===== config.mk =====
export PLATFORM = sky130hd
export DESIGN_NAME = uart_receiver
export DESIGN_NICKNAME = d
export VERILOG_FILES = /design/src/rtl/uart_receiver_pkg.sv /design/src/rtl/uart_rx_fifo.sv /design/src/rtl/uart_receiver.sv
export SDC_FILE = /design/constraint.sdc
export NUM_CORES = 1
export LEC_CHECK = 0
export BUFFER_PORTS_ARGS = -buffer_cell sky130_fd_sc_hd__buf_2
export CAP_MARGIN = 20
export CORE_MARGIN = 4
export CORE_UTILIZATION = 66
export CTS_BUF_LIST = sky130_fd_sc_hd__clkbuf_8
export DETAILED_ROUTE_END_ITERATION = 10
export PLACE_DENSITY_LB_ADDON = 0.3
export RECOVER_POWER = 25
export REMOVE_ABC_BUFFERS = 1
export SYNTH_ARGS = -nofsm -noshare
export SYNTH_HDL_FRONTEND = slang
export SYNTH_HIERARCHICAL = 1
export SYNTH_SLANG_ARGS = --single-unit

===== constraint.sdc =====
create_clock -name i_clk -period 5.1 [get_ports i_clk]
set_input_delay 0.51 -clock i_clk [delete_from_list [all_inputs] [get_ports i_clk]]
set_output_delay 0.51 -clock i_clk [all_outputs]
set_load 0.01 [all_outputs]

===== src/rtl/uart_receiver_pkg.sv =====
// rtl/uart_receiver_pkg.sv - shared UART state encodings and bit-timing derivation
package uart_receiver_pkg;

  localparam int DEFAULT_CLK_FREQ_HZ = 25000000;
  localparam int DEFAULT_BAUD_RATE   = 115200;

  typedef enum logic [2:0] {
    ST_IDLE,
    ST_START,
    ST_DATA,
    ST_STOP,
    ST_WAIT_HIGH
  } rx_state_t;

  function automatic int calc_div(input int clk_freq_hz, input int baud_rate);
    return clk_freq_hz / baud_rate;
  endfunction

  function automatic int calc_half(input int clk_freq_hz, input int baud_rate);
    return calc_div(clk_freq_hz, baud_rate) / 2;
  endfunction

endpackage


===== src/rtl/uart_rx_fifo.sv =====
// rtl/uart_rx_fifo.sv - synchronous receive FIFO with full-drop overrun pulse
module uart_rx_fifo #(
  parameter int fifo_depth = 4,
  parameter int width      = 8
) (
  input  logic             clk,
  input  logic             rst,
  input  logic             push,
  input  logic [width-1:0] push_data,
  input  logic             pop,
  output logic [width-1:0] head,
  output logic             valid,
  output logic             overrun
);

  localparam int AW = $clog2(fifo_depth);

  logic [width-1:0] mem [fifo_depth];
  logic [AW:0]      wr_ptr;
  logic [AW:0]      rd_ptr;
  logic             empty;
  logic             full;
  logic             do_pop;
  logic             do_push;

  // The extra MSB tells a full ring from an empty one when the indices match.
  assign empty   = (wr_ptr == rd_ptr);
  assign full    = (wr_ptr[AW] != rd_ptr[AW]) && (wr_ptr[AW-1:0] == rd_ptr[AW-1:0]);
  assign do_pop  = pop && !empty;
  assign do_push = push && (!full || do_pop);

  assign valid = !empty;
  assign head  = empty ? '0 : mem[rd_ptr[AW-1:0]];

  always_ff @(posedge clk) begin
    if (do_push) begin
      mem[wr_ptr[AW-1:0]] <= push_data;
    end
  end

  always_ff @(posedge clk) begin
    if (rst) begin
      wr_ptr  <= '0;
      rd_ptr  <= '0;
      overrun <= 1'b0;
    end else begin
      overrun <= push && full && !do_pop;
      if (do_push) begin
        wr_ptr <= wr_ptr + 1'b1;
      end
      if (do_pop) begin
        rd_ptr <= rd_ptr + 1'b1;
      end
    end
  end

endmodule


===== src/rtl/uart_receiver.sv =====
// rtl/uart_receiver.sv - 8N1 UART receiver with mid-bit sampling and receive FIFO
module uart_receiver
  import uart_receiver_pkg::*;
#(
  parameter int clk_freq_hz = DEFAULT_CLK_FREQ_HZ,
  parameter int baud_rate   = DEFAULT_BAUD_RATE,
  parameter int fifo_depth  = 4
) (
  input  logic       i_clk,
  input  logic       i_rst,
  input  logic       i_uart_rx,
  output logic [7:0] o_data,
  output logic       o_valid,
  input  logic       i_ready,
  output logic       o_frame_err,
  output logic       o_overrun
);

  localparam int DIV  = calc_div(clk_freq_hz, baud_rate);
  localparam int HALF = calc_half(clk_freq_hz, baud_rate);
  localparam int CW   = $clog2(DIV);

  rx_state_t   state;
  logic [CW-1:0] cnt;
  logic [2:0]  bit_idx;
  logic [7:0]  shreg;
  logic        sync1;
  logic        rx_s;
  logic        frame_err;
  logic        push;
  logic        pop;
  logic [7:0]  fifo_head;
  logic        fifo_valid;
  logic        fifo_overrun;

  always_ff @(posedge i_clk) begin
    if (i_rst) begin
      sync1 <= 1'b1;
      rx_s  <= 1'b1;
    end else begin
      sync1 <= i_uart_rx;
      rx_s  <= sync1;
    end
  end

  always_ff @(posedge i_clk) begin
    if (i_rst) begin
      state     <= ST_IDLE;
      cnt       <= '0;
      bit_idx   <= '0;
      shreg     <= '0;
      frame_err <= 1'b0;
    end else begin
      frame_err <= 1'b0;
      case (state)
        ST_IDLE: begin
          if (!rx_s) begin
            cnt   <= CW'(HALF - 1);
            state <= ST_START;
          end
        end
        ST_START: begin
          if (cnt == '0) begin
            if (rx_s) begin
              state <= ST_IDLE;
            end else begin
              cnt     <= CW'(DIV - 1);
              bit_idx <= '0;
              state   <= ST_DATA;
            end
          end else begin
            cnt <= cnt - 1'b1;
          end
        end
        ST_DATA: begin
          if (cnt == '0) begin
            shreg[bit_idx] <= rx_s;
            cnt            <= CW'(DIV - 1);
            if (bit_idx == 3'd7) begin
              state <= ST_STOP;
            end else begin
              bit_idx <= bit_idx + 1'b1;
            end
          end else begin
            cnt <= cnt - 1'b1;
          end
        end
        ST_STOP: begin
          if (cnt == '0) begin
            if (rx_s) begin
              state <= ST_IDLE;
            end else begin
              frame_err <= 1'b1;
              state     <= ST_WAIT_HIGH;
            end
          end else begin
            cnt <= cnt - 1'b1;
          end
        end
        ST_WAIT_HIGH: begin
          // A held-low line (break) must not retrigger until it returns high.
          if (rx_s) begin
            state <= ST_IDLE;
          end
        end
        default: state <= ST_IDLE;
      endcase
    end
  end

  assign push = (state == ST_STOP) && (cnt == '0) && rx_s;
  assign pop  = o_valid && i_ready;

  uart_rx_fifo #(
    .fifo_depth(fifo_depth),
    .width     (8)
  ) u_fifo (
    .clk      (i_clk),
    .rst      (i_rst),
    .push     (push),
    .push_data(shreg),
    .pop      (pop),
    .head     (fifo_head),
    .valid    (fifo_valid),
    .overrun  (fifo_overrun)
  );

  assign o_valid     = fifo_valid && !i_rst;
  assign o_data      = i_rst ? 8'h00 : fifo_head;
  assign o_frame_err = frame_err && !i_rst;
  assign o_overrun   = fifo_overrun && !i_rst;

endmodule


==> out/results.tsv <==
stage	metric	value	unit
clock_network	htree_levels	3	
routing	wl_per_cell	16.2	um
power_and_ir_drop	p_leak	1.31	nW
clock_network	cts-resized-gates	0	
clock_network	cts_setup_buffers	0	
logic_synthesis	synth_seq_area_share	50.2	%
global_routing	grt_pass1_wl	10.2	mm
clock_network	clockBufferDepth	2	
logic_synthesis	synth_top_area_cell	edfxtp_1	
logic_synthesis	async_reset_ff_share	0	%
sta	tns	0	ns
worst_setup_path	crit_fanout	9	
sta	whs	0.352	ns
power_and_ir_drop	power	0.00111	W
min_path	hold_class	primary input to flip-flop	
finish	diodes	0	
sta	relSlewSlack	35.4	%
global_routing	track_usage	21.8	%
sta	clock_skew	0.00386	ns
clock_network	postCtsHoldBufs	0	
worst_setup_path	worstSetupPathType	flip-flop to flip-flop	
routing	post-route-drc-count	0	
logic_synthesis	synth_commonest_cells	dfxtp_1 (34), edfxtp_1 (32), nor2b_1 (26)	
finish	drive_gt1_share	17.8	%
logic_synthesis	synthTopCellsByArea	edfxtp_1 (29%), dfxtp_1 (21%), mux4_2 (5.5%), nor2b_1 (5.0%), ha_1 (3.4%)	
finish	final_util	74.8	%
worst_setup_path	worst_r2r_startpoint	cnt[0]	
sta	period_needed	2.93	ns
power_and_ir_drop	cellPowerDensity	313	nW/um^2
die	dieArea	6150	sq um
logic_synthesis	yosysMostFrequentCell	dfxtp_1	
logic_synthesis	syn-instance-count	281	
global_routing	grt_pass1_vias	2156	
clock_network	cts_buffers	9	
routing	wirelength	5.91	mm
sta	fin_ws	2.17	ns
logic_synthesis	ys_seq_elements	66	
logic_synthesis	synth_enable_flop_cells	32	
place	io_buffers	14	
worst_setup_path	arrival	3.16	ns
status	status	finished clean	
sta	clock.fmax	0.341	GHz
sta	worst_pin_slew	0.956	ns
die	die_w	78.4	um
min_path	min_from	i_uart_rx	
worst_setup_path	startpoint_type	flip-flop	
die	start_util	68.8	%
worst_setup_path	worstPathRequired	5.33	ns
logic_synthesis	avgSynthCellArea	11.6	sq um
routing	postRouteAntennaNets	0	
sta	hold_viol	0	
global_routing	antenna_found_initial	0	
sta	setup_viol	0	
global_routing	grt_max_degree	51	
die	die_h	78.4	um
routing	dr.pass1.iters	4	
clock_network	cts_tree	done	
die	ioPinCount	15	
worst_setup_path	crit_path_start	cnt[0]	
logic_synthesis	ys_types	64	
power_and_ir_drop	ir_worst_vdd	0.000211	V
die	num_rows	25	
global_routing	gr-total-overflow	0	
clock_network	cts_sinks	66	
place	gp_routability_congestion	0.921	
finish	syn_to_final_growth	8.64	%
routing	drtIter0Drc	162	
sta	rsz0062_at_grt	false	
die	core_area	4750	sq um
routing	vias	2185	
logic_synthesis	yosys_warnings	6	
clock_network	cts_root_buf	clkbuf_8	
routing	vias_per_cell	6.00	
logic_synthesis	syn_area	3270	sq um
sta	slew_violations	0	
place	post-dp-hpwl	3.97	mm
clock_network	clkTransAtPathRegs	0.06	ns
worst_setup_path	worstSetupEndpointType	flip-flop	
logic_synthesis	ys.flop_type	dfxtp_1	
logic_synthesis	synth_top_area_share	29.4	%
sta	period_share	57.5	%
clock_network	clk_latency	0.34	ns
finish	fin_nets	305	
place	pre_cts_ws	2.21	ns
job	cap_violations	0	
==> worst paths after layout <==
check	to	slack [ns]	depth (start not counted)
max reg2reg	u_fifo/wr_ptr[2]	2.17	8
max	u_fifo/wr_ptr[2]	2.17	8
min	sync1	0.35	2
min reg2reg	rx_s	0.42	1
==> cell families after synthesis <==
family / after synthesis / synth area share [%]
DFF: 66 / 50.2
buffers and inverters: 25 / 3.48
xor gates and xnor gates: 6 / 1.61
adders and majority gates: 9 / 3.44
AOI/OAI and AO/OA: 53 / 11.7
and+or+nand+nor: 101 / 20.0
muxes: 21 / 9.63
==> final cells by class <==
type	instances	area [sq um]
clock buffer	11	151
clock inverter	5	46.3
fill	348	1200
inverter	10	37.5
multi-input combinational	190	1520
sequential	66	1640
tap	67	83.8
timing repair buffer	15	77.6
==> cell usage in the layout (no fill, tap or decap), drive strengths merged, types with 3 or more instances in the layout <==
master | netlist | routed
inv | 10 | 12
nor2 | 10 | 10
buf | 6 | 15
a21oi | 11 | 11
nand4b | 3 | 3
nor4b | 3 | 3
clkbuf | 9 | 11
ha | 9 | 9
and3 | 3 | 3
mux2i | 9 | 9
dfxtp | 34 | 34
nand2 | 11 | 11
mux2 | 4 | 4
nor3b | 4 | 4
nor2b | 26 | 26
nor3 | 6 | 6
o21ai | 5 | 5
nand2b | 11 | 11
a31oi | 7 | 7
a21o | 3 | 3
xnor2 | 3 | 3
edfxtp | 32 | 32
mux4 | 8 | 8
nand4 | 5 | 5
and2 | 5 | 5
xor2 | 3 | 3
==> state kept, by name, summed over array words and instances, names as in the netlist, named ones only <==
| register | count |
|---|---|
| u_fifo/wr_ptr | 3 |
| u_fifo/mem | 32 |
| state | 3 |
| bit_idx | 3 |
| cnt | 8 |
| u_fifo/rd_ptr | 3 |
| sync1 | 1 |
| shreg | 8 |
| rx_s | 1 |
| frame_err | 1 |
| u_fifo/overrun | 1 |
==> per-stage QoR <==
stage               std cells  instance area [sq um]
CTS                       364                   3560
global placement          348                   3360
floorplan                 266                   3200
detailed placement        348                   3360
finish                    364                   3560
global route              364                   3560
==> worst max-delay path: stages (launching register included) <==
cell     delay, ns
dfxtp_1       0.33
inv_1         0.10
ha_1          0.19
or3b_1        0.49
nor2_1        0.29
and3_1        0.24
nand2_1       0.05
a41oi_1       0.72
mux2_2        0.42
==> routing by layer <==
layer | vias to the layer above | routed length (um) | global-route usage [%]
met5 | - | 0 | 0
met2 | 53 | 2970 | 34.8
li1 | 1074 | - | -
met1 | 1052 | 2620 | 27.0
met3 | 6 | 259 | 5.62
met4 | 0 | 72 | 11.9
==> where the power goes <==
group / switching, W / leakage (nW) / total [W] / internal, W
clock network: 0.000189 / 0.109 / 0.000436 / 0.000246
logic: 0.0000646 / 0.607 / 0.000108 / 0.0000429
registers: 0.0000114 / 0.590 / 0.000569 / 0.000557
total: 0.000265 / 1.31 / 0.00111 / 0.000847
No activity file was read; power rests on OpenSTA's default activity.
